[src/rtl/kim_pipe_pkg.sv]
// Shared types and constants for the kim pipeline forwarding/hazard logic.
// The tag entry mirrors one pipeline register's destination write.
package kim_pipe_pkg;

    localparam int MIPS_REGISTER_ADDR_WIDTH = 5;
    localparam int FWD_SEL_REGFILE          = 0;

    // Operand-B immediate select code: all ones at the given select width.
    function automatic int fwd_imm(input int sel_w);
        return (1 << sel_w) - 1;
    endfunction

    typedef struct packed {
        logic                                valid;
        logic [MIPS_REGISTER_ADDR_WIDTH-1:0] dst;
        logic                                is_load;
    } tag_t;

endpackage

[src/rtl/kim_fwd_match.sv]
// Youngest-match search of one ID source register against the forwardable
// destination tags (index 0 = EX, the youngest).
module kim_fwd_match
    import kim_pipe_pkg::*;
#(
    parameter int DEPTH = 2,
    parameter int IDX_W = 2
) (
    input  tag_t [DEPTH-1:0]                    tags,
    input  logic                                src_used,
    input  logic [MIPS_REGISTER_ADDR_WIDTH-1:0] src,
    output logic                                hit,
    output logic [IDX_W-1:0]                    idx,
    output logic                                is_load
);

    always_comb begin
        // NOTE: every output gets a default before the search loop so no path
        // leaves a value unassigned, which would otherwise infer a latch.
        hit     = 1'b0;
        idx     = '0;
        is_load = 1'b0;
        // Scan oldest to youngest so the lowest matching index is written last.
        for (int j = DEPTH - 1; j >= 0; j--) begin
            if (src_used && tags[j].valid && (tags[j].dst == src)) begin
                hit     = 1'b1;
                idx     = IDX_W'(j);
                is_load = tags[j].is_load;
            end
        end
    end

endmodule

[src/rtl/kim_hazard_forward_unit.sv]
// Forwarding select and load-use hazard unit: tracks destination tags of
// in-flight instructions and registers EX-stage operand selects from ID.
module kim_hazard_forward_unit
    import kim_pipe_pkg::*;
#(
    parameter  int ADDR_W         = MIPS_REGISTER_ADDR_WIDTH,
    parameter  int NUM_FWD_STAGES = 2,
    parameter  int LOAD_STAGE     = 2,
    parameter  int CNT_W          = 32,
    localparam int SEL_W          = $clog2(NUM_FWD_STAGES + 2)
) (
    input  logic              clk,
    input  logic              reset,
    input  logic              id_valid,
    input  logic [ADDR_W-1:0] id_rs,
    input  logic [ADDR_W-1:0] id_rt,
    input  logic              id_uses_rs,
    input  logic              id_uses_rt,
    input  logic              id_alusrc,
    input  logic [ADDR_W-1:0] id_dst,
    input  logic              id_reg_write,
    input  logic              id_mem_read,
    input  logic              ex_flush,
    output logic              stall,
    output logic              bubble,
    output logic [SEL_W-1:0]  fwd_a,
    output logic [SEL_W-1:0]  fwd_b,
    output logic [SEL_W-1:0]  fwd_c,
    output logic [CNT_W-1:0]  stall_count
);

    localparam int                D           = NUM_FWD_STAGES;
    localparam logic [SEL_W-1:0]  SEL_REGFILE = SEL_W'(FWD_SEL_REGFILE);
    localparam logic [SEL_W-1:0]  SEL_IMM     = SEL_W'(fwd_imm(SEL_W));
    localparam logic [SEL_W-1:0]  SEL_LOAD    = SEL_W'(LOAD_STAGE);

    // Entries 0..D-1 only: the entry leaving stage D is covered by regfile
    // write-through and never influences a select, so it is not stored.
    tag_t [D-1:0]     tag_q, tag_d;
    logic [SEL_W-1:0] fwd_a_q, fwd_a_d;
    logic [SEL_W-1:0] fwd_b_q, fwd_b_d;
    logic [SEL_W-1:0] fwd_c_q, fwd_c_d;
    logic [CNT_W-1:0] stall_count_q, stall_count_d;

    logic             hit_rs, hit_rt;
    logic             load_rs, load_rt;
    logic [SEL_W-1:0] idx_rs, idx_rt;
    logic [SEL_W-1:0] sel_rs, sel_rt;
    logic             load_use;
    logic             accept;
    tag_t             id_tag;

    kim_fwd_match #(.DEPTH(D), .IDX_W(SEL_W)) u_match_rs (
        .tags     (tag_q),
        .src_used (id_uses_rs),
        .src      (id_rs),
        .hit      (hit_rs),
        .idx      (idx_rs),
        .is_load  (load_rs)
    );

    kim_fwd_match #(.DEPTH(D), .IDX_W(SEL_W)) u_match_rt (
        .tags     (tag_q),
        .src_used (id_uses_rt),
        .src      (id_rt),
        .hit      (hit_rt),
        .idx      (idx_rt),
        .is_load  (load_rt)
    );

    always_comb begin
        sel_rs = hit_rs ? idx_rs + SEL_W'(1) : SEL_REGFILE;
        sel_rt = hit_rt ? idx_rt + SEL_W'(1) : SEL_REGFILE;

        // A load in stage k can feed EX only once k reaches LOAD_STAGE.
        load_use = (hit_rs && load_rs && (sel_rs < SEL_LOAD))
                || (hit_rt && load_rt && (sel_rt < SEL_LOAD));
        stall    = id_valid && !ex_flush && load_use;
        bubble   = stall || ex_flush;
        accept   = id_valid && !stall && !ex_flush;

        id_tag.valid   = id_reg_write && (id_dst != '0);
        id_tag.dst     = id_dst;
        id_tag.is_load = id_mem_read;

        tag_d[0] = accept ? id_tag : '0;
        for (int k = 1; k < D; k++) begin
            tag_d[k] = tag_q[k-1];
        end

        if (bubble) begin
            fwd_a_d = SEL_REGFILE;
            fwd_b_d = SEL_REGFILE;
            fwd_c_d = SEL_REGFILE;
        end else begin
            fwd_a_d = sel_rs;
            fwd_b_d = id_alusrc ? SEL_IMM : sel_rt;
            fwd_c_d = sel_rt;
        end

        stall_count_d = stall_count_q;
        if (stall && (stall_count_q != '1)) begin
            stall_count_d = stall_count_q + CNT_W'(1);
        end
    end

    always_ff @(posedge clk) begin
        // NOTE: state is updated with non-blocking assignments so every flop
        // samples its pre-edge inputs regardless of statement order.
        if (reset) begin
            // NOTE: the tag array is reset, unlike a data RAM, because stale
            // valid bits would create false forwards and phantom stalls.
            tag_q         <= '0;
            fwd_a_q       <= '0;
            fwd_b_q       <= '0;
            fwd_c_q       <= '0;
            stall_count_q <= '0;
        end else begin
            tag_q         <= tag_d;
            fwd_a_q       <= fwd_a_d;
            fwd_b_q       <= fwd_b_d;
            fwd_c_q       <= fwd_c_d;
            stall_count_q <= stall_count_d;
        end
    end

    assign fwd_a       = fwd_a_q;
    assign fwd_b       = fwd_b_q;
    assign fwd_c       = fwd_c_q;
    assign stall_count = stall_count_q;

endmodule

[config.mk]
export PLATFORM = sky130hd
export DESIGN_NAME = kim_hazard_forward_unit
export DESIGN_NICKNAME = d
export VERILOG_FILES = /design/src/rtl/kim_pipe_pkg.sv /design/src/rtl/kim_fwd_match.sv /design/src/rtl/kim_hazard_forward_unit.sv
export SDC_FILE = /design/constraint.sdc
export NUM_CORES = 1
export LEC_CHECK = 0
export BUFFER_PORTS_ARGS = -buffer_cell sky130_fd_sc_hd__clkbuf_2
export CORE_ASPECT_RATIO = 1.4
export CORE_MARGIN = 2
export CORE_UTILIZATION = 52
export CTS_BUF_LIST = sky130_fd_sc_hd__clkbuf_8
export CTS_CLUSTER_DIAMETER = 120
export DETAILED_ROUTE_END_ITERATION = 8
export GPL_TIMING_DRIVEN = 0
export PLACE_DENSITY = 0.75
export SYNTH_ARGS = -nofsm -noshare
export SYNTH_HDL_FRONTEND = slang
export SYNTH_HIERARCHICAL = 1
export SYNTH_SLANG_ARGS = --single-unit
[constraint.sdc]
create_clock -name clk -period 4.3 [get_ports clk]
set_clock_uncertainty 0.15 [all_clocks]
set_input_delay 0.86 -clock clk [delete_from_list [all_inputs] [get_ports clk]]
set_output_delay 0.86 -clock clk [all_outputs]
set_load 0.02 [all_outputs]
Word-level counts from Yosys, hierarchy flattened
Index checks and enable logic that the tools add are counted.
{"block": "word_totals", "latchBits": 0, "memories": 0, "out_inout_bits": 40, "ram_bits": 0, "reg_bits": 52, "mem_bits_ro": 0, "inputBits": 24}
{"block": "classes", "n_lt_le_gt_ge": 2, "div_mod_pow": 0, "addsub": 3, "multipliers": 0, "n_mux": 15, "n_eq_ne": 5, "shift": 0, "n_reduce_logical": 25, "bitwise_logic": 1}
{"op": "32-bit by 1-bit adder with 32-bit output, second input constant", "count": 1}
{"op": "32-bit inequality test, second input constant", "count": 1}
{"op": "5-bit equality test", "count": 4}
{"op": "1-bit logical AND", "count": 18}
{"op": "1-bit two-way mux", "count": 12}
{"op": "2-bit two-way mux", "count": 3}
{"op": "5-bit nonzero test", "count": 1}
{"op": "2-bit by 1-bit adder with 2-bit output, second input constant", "count": 2}
{"op": "2-bit less-than comparator, second input constant", "count": 2}
{"op": "2-bit OR reduction", "count": 2}
{"op": "1-bit zero test", "count": 2}
{"op": "1-bit logical OR", "count": 2}
{"op": "1-bit inverter", "count": 1}

Depth between registers and ports, before layout
{"block": "depth", "ltp_word": 15, "depth_mapped": 11, "ltp_nobuf": 9}

Modules after synthesis
Netlist, hierarchy kept.
{"mod": "kim_hazard_forward_unit", "seq_area_each_um2": 1041.0, "area_each_um2": 2247.2, "instances": 1, "cells_each": 247}
{"mod": "kim_fwd_match", "seq_area_each_um2": 0.0, "area_each_um2": 158.9, "instances": 2, "cells_each": 22}

Worst setup path after synthesis
OpenSTA, ideal clock, no wires.
{"block": "synth_path", "kind": "input to output", "startpoint": "in id_rt[2]", "endpoint": "out bubble", "slack_ps": 762, "path_buffers": 0, "stages": 7, "arrival_ps": 2528, "required_time_ps": 3290, "cell_sequence": "xor2_1 nor4_1 nand4_1 nor2b_1 xor2_1 o22ai_2 or2_2"}
{"block": "synth_between", "elab_chain_len": 11}
{"item": "from (decl)", "line": "kim_hazard_forward_unit.sv:16", "source": "input logic [ADDR_W-1:0] id_rt,"}
{"item": "5-bit equality test", "line": "kim_fwd_match.sv:25", "source": "if (src_used && tags[j].valid && (tags[j].dst == src)) begin"}
{"item": "1-bit logical AND", "line": "kim_fwd_match.sv:25"}
{"item": "1-bit two-way mux", "line": "kim_fwd_match.sv:25"}
{"item": "1-bit two-way mux (*)", "line": "kim_fwd_match.sv:25"}
{"item": "named net idx_rt[0]", "line": "kim_hazard_forward_unit.sv:47", "source": "logic [SEL_W-1:0] idx_rs, idx_rt;"}
{"item": "2-bit by 1-bit adder with 2-bit output (*)", "line": "kim_hazard_forward_unit.sv:73", "source": "sel_rt = hit_rt ? idx_rt + SEL_W'(1) : SEL_REGFILE;"}
{"item": "2-bit two-way mux (*)", "line": "kim_hazard_forward_unit.sv:73"}
{"item": "2-bit less-than comparator (*)", "line": "kim_hazard_forward_unit.sv:77", "source": "|| (hit_rt && load_rt && (sel_rt < SEL_LOAD));"}
{"item": "1-bit logical AND (*)", "line": "kim_hazard_forward_unit.sv:77"}
{"item": "1-bit logical OR (*)", "line": "kim_hazard_forward_unit.sv:77"}
{"item": "1-bit logical AND (*)", "line": "kim_hazard_forward_unit.sv:78", "source": "stall = id_valid && !ex_flush && load_use;"}
{"item": "named net stall", "line": "kim_hazard_forward_unit.sv:24", "source": "output logic stall,"}
{"item": "1-bit logical OR (*)", "line": "kim_hazard_forward_unit.sv:79", "source": "bubble = stall || ex_flush;"}
{"item": "to (decl)", "line": "kim_hazard_forward_unit.sv:25", "source": "output logic bubble,"}
Mark *: on every way through the listed nets, which the timed path passes. The rest lies on a longest branch.

Worst setup path in the final report
{"block": "layout_path", "startpoint": "in id_rt[2]", "endpoint": "out bubble"}
{"block": "layout_between", "elab_chain_len": 11}
{"item": "5-bit equality test", "line": "kim_fwd_match.sv:25"}
{"item": "1-bit logical AND", "line": "kim_fwd_match.sv:25"}
{"item": "1-bit two-way mux", "line": "kim_fwd_match.sv:25"}
{"item": "1-bit two-way mux (*)", "line": "kim_fwd_match.sv:25"}
{"item": "named net idx_rt[0]", "line": "kim_hazard_forward_unit.sv:47"}
{"item": "2-bit by 1-bit adder with 2-bit output (*)", "line": "kim_hazard_forward_unit.sv:73"}
{"item": "2-bit two-way mux (*)", "line": "kim_hazard_forward_unit.sv:73"}
{"item": "2-bit less-than comparator (*)", "line": "kim_hazard_forward_unit.sv:77"}
{"item": "1-bit logical AND (*)", "line": "kim_hazard_forward_unit.sv:77"}
{"item": "1-bit logical OR (*)", "line": "kim_hazard_forward_unit.sv:77"}
{"item": "1-bit logical AND (*)", "line": "kim_hazard_forward_unit.sv:78"}
{"item": "1-bit logical OR (*)", "line": "kim_hazard_forward_unit.sv:79"}
Marks and branches as above.

==> results by group <==
Detailed routing
  – Via count: about 2,400
  – Wire length on met3: around 270 um
  – First-pass DRT Iterations: 4
  – Initial drt markers: 79
  – DR top layer: met4
  – Vias per cell: around 5.6
  – Post-DRT Antenna Nets: 0
  – Wirelength per Cell: roughly 14 um
  – Metal-1 WL: approximately 2400 um
  – Post-route DRC violation count: 0
  – Met2 wire length: approximately 3100 um
  – Wirelength, routed: between 5000 and 6000 um

Worst hold path
  – Hold path depth: 1
  – Hold WC Path Type: reg2reg

Critical path
  – Crit Path Class: in2out
  – Critical Path Sink Type: output pin
  – Worst R2R Path Depth: 10
  – Critical Path Fanout Max: 8
  – CP arrival: around 3 ns
  – Startpoint types: input port
  – Critical Path RT: between 3 and 4 ns

Clock network
  – Post-cts sizing count: 0
  – Post-CTS Setup Inserts: 0
  – Total clock sinks: 52
  – # hold bufs at CTS: 0
  – Clock Latency Late Sink: approximately 0.32 ns
  – CTS H-Tree Depth: 2
  – Num CTS Buffers: 5
  – TritonCTS clock tree: yes
  – Clk Tree Root Cell: clkbuf_8
  – Max Root-Sink Buffers: 2
  – Worst-path clk slew: around 0.090 ns

Placement
  – Cells after DPL: 418
  – Post-detail-place hpwl: between 4000 and 5000 um
  – # port buffers: 63
  – Routability Congestion: 0.787

Layout
  – Layout Cells excl Fill: ~430
  – Inserted Diodes: 0
  – FF/Latch Area: roughly 1000 um^2
  – Final-layout fill cell count: about 450
  – Share of layout cells above drive strength 1: between 20% and 30%
  – Area grow syn2layout: 21.6%
  – Multi-input logic area: around 1400 um^2
  – Net count, final: slightly below 400

Power and ir drop
  – Power per cell area: approximately 320 nW/um^2
  – Lkg Pwr: ~1.2 nW
  – Maximum VDD drop: ~0.23 mV
  – Pwr Total: 994 uW

STA
  – RSZ-0062 raised after global routing: no
  – Worst rel slew slack: approximately 36%
  – TNS Setup: 0 ns
  – Setup-failing EPs final: 0
  – Final hold vios: 0
  – Pins Over Slew Limit: 0
  – Tmin final: approximately 4 ns
  – Slew of the pin with the lowest slew margin: approximately 0.94 ns
  – Max Freq: between 200 and 300 MHz
  – Crit share post-route: between 90% and 100%

Yosys
  – Syn Nets: 316
  – Synth unique cells: 45
  – Syn_area_per_cell: about 9 um^2
  – Most used DFF post-synth: dfxtp_1
  – Warnings, synthesis: 6
  – Area share of the largest cell type after synthesis: around two fifths
  – Post-synthesis sequential area ratio: 40.6%
  – Largest area contributor in the synthesized netlist: dfxtp_1
  – Synth Instances: 291
  – Synth Register Bits: 52
  – Synth top area cells: dfxtp_1, xor2_1, a21oi_1
  – Top-count cell post-synth: dfxtp_1
  – Ys async rst share: 0%
  – Syn Std Cell Area: about 2600 um^2
  – Synth top cells by count: dfxtp_1, a21oi_1, xor2_1, or3_1, nand4_1
  – Number of synthesized flops with an enable pin: 0

GRT
  – Initial antenna violation count: 0
  – All-Layer GR Usage: between 20% and 30%
  – Vias in the first global route: 2,244
  – Largest net degree at the start of global routing: 17
  – First-pass GRT wire length: 9760 um
  – GRT overflow: 0

Floorplanning
  – Initial Utilization: between 50 and 60%
  – Top Ports: between 60 and 70
  – Core area: about 4800 um^2
  – Die height: slightly below 90 um
  – Die area: 5520 um^2
  – Die X: 63.4 um
  – Site row count: 30

Job
  – Max-Cap Viols: 0

Outcome
  – Outcome: completed
-- layout by cell type (no fill, tap or decap), types with 2 or more instances in the layout --
| cell type | Yosys | final |
|---|---|---|
| a21oi_1 | 28 | 28 |
| and2_1 | 7 | 7 |
| and3_1 | 6 | 6 |
| buf_2 | 4 | 4 |
| buf_4 | 2 | 2 |
| bufinv_16 | 0 | 3 |
| clkbuf_1 | 4 | 4 |
| clkbuf_2 | 0 | 63 |
| clkbuf_8 | 0 | 5 |
| conb_1 | 2 | 2 |
| dfxtp_1 | 52 | 52 |
| inv_1 | 12 | 12 |
| mux2i_1 | 3 | 3 |
| nand2_1 | 11 | 11 |
| nand3_1 | 11 | 11 |
| nand4_1 | 14 | 14 |
| nand4_2 | 3 | 3 |
| nand4b_1 | 2 | 2 |
| nor2_1 | 10 | 10 |
| nor2b_1 | 10 | 10 |
| nor3_1 | 2 | 2 |
| nor3_2 | 2 | 2 |
| nor3b_1 | 2 | 2 |
| nor4_1 | 6 | 6 |
| o21ai_0 | 7 | 7 |
| o21ai_1 | 9 | 9 |
| o31ai_1 | 10 | 10 |
| or2_2 | 3 | 3 |
| or3_1 | 19 | 19 |
| or4_1 | 10 | 10 |
| xnor2_1 | 4 | 4 |
| xor2_1 | 20 | 20 |
-- state kept, by name, indices dropped and copies added, names as in the netlist --
signal       cells
fwd_a            2
tag_d            7
tag_q            7
fwd_c            2
fwd_b            2
stall_count     32
-- power breakdown --
part | switching, mW | internal (mW)
logic | 0.0250 | 0.0208
clock network | 0.170 | 0.291
registers | 0.00260 | 0.485
total | 0.197 | 0.796
-- kinds of logic (layout without fill, tap and decap cells) --
kind of cell	count (synthesis)	count (layout)	synth area share [%]
AND/OR/NAND/NOR	122	122	29.3
AO/OA/AOI/OAI	62	62	14.6
flip-flops	52	52	40.6
XOR/XNOR	24	24	8.20
buffers and inverters	24	95	4.93
multiplexers	4	4	1.61
other	2	2	0.293
adder cells (fa/ha/maj)	1	1	0.488
-- layer usage --
metal	vias to the layer above	track usage (%)
met4	0	7.51
met2	51	40.9
met3	7	4.79
met5	-	0
met1	1135	24.3
li1	1203	-
-- final timing paths --
path                         from                           end  slack [ns]
max                      id_rt[2]                        bubble        0.31
min           tag_d[7]$_SDFF_PP0_           tag_q[7]$_SDFF_PP0_        0.33
max reg2reg  tag_d[12]$_SDFF_PP0_  stall_count[31]$_SDFFE_PP0P_        1.13
min reg2reg   tag_d[7]$_SDFF_PP0_           tag_q[7]$_SDFF_PP0_        0.33
-- area by class of cell --
class	instances	area share, %
plain buffers	12	2.61
repair buffers	63	10.1
multi-input cells	215	44.8
flip-flops and latches	52	33.4
inverters	12	1.44
clock buffers	5	2.21
clock inverters	3	2.89
well taps	64	2.57
-- critical path: stages --
cell	delay, ns
clkbuf_2	0.10
xor2_1	0.14
nor4_1	0.40
nand4_1	0.20
nor2b_1	0.24
xor2_1	0.33
o22ai_2	0.23
or2_2	0.32
clkbuf_2	0.15
-- metrics by stage --
stage / worst slack (ns) / hold WS, ns / instance area [um^2] / util [%]
4_1_cts: 0.313 / 0.335 / 3120 / 64.9
2_1_floorplan: 0.762 / 0.310 / 2560 / -
6_report: 0.307 / 0.334 / 3120 / 64.9
3_3_place_gp: 0.367 / 0.323 / 2960 / 61.6
5_1_grt: 0.113 / 0.366 / 3120 / 64.9
3_5_place_dp: 0.317 / 0.321 / 2960 / 61.6
Power figures use the tool's default switching activity.
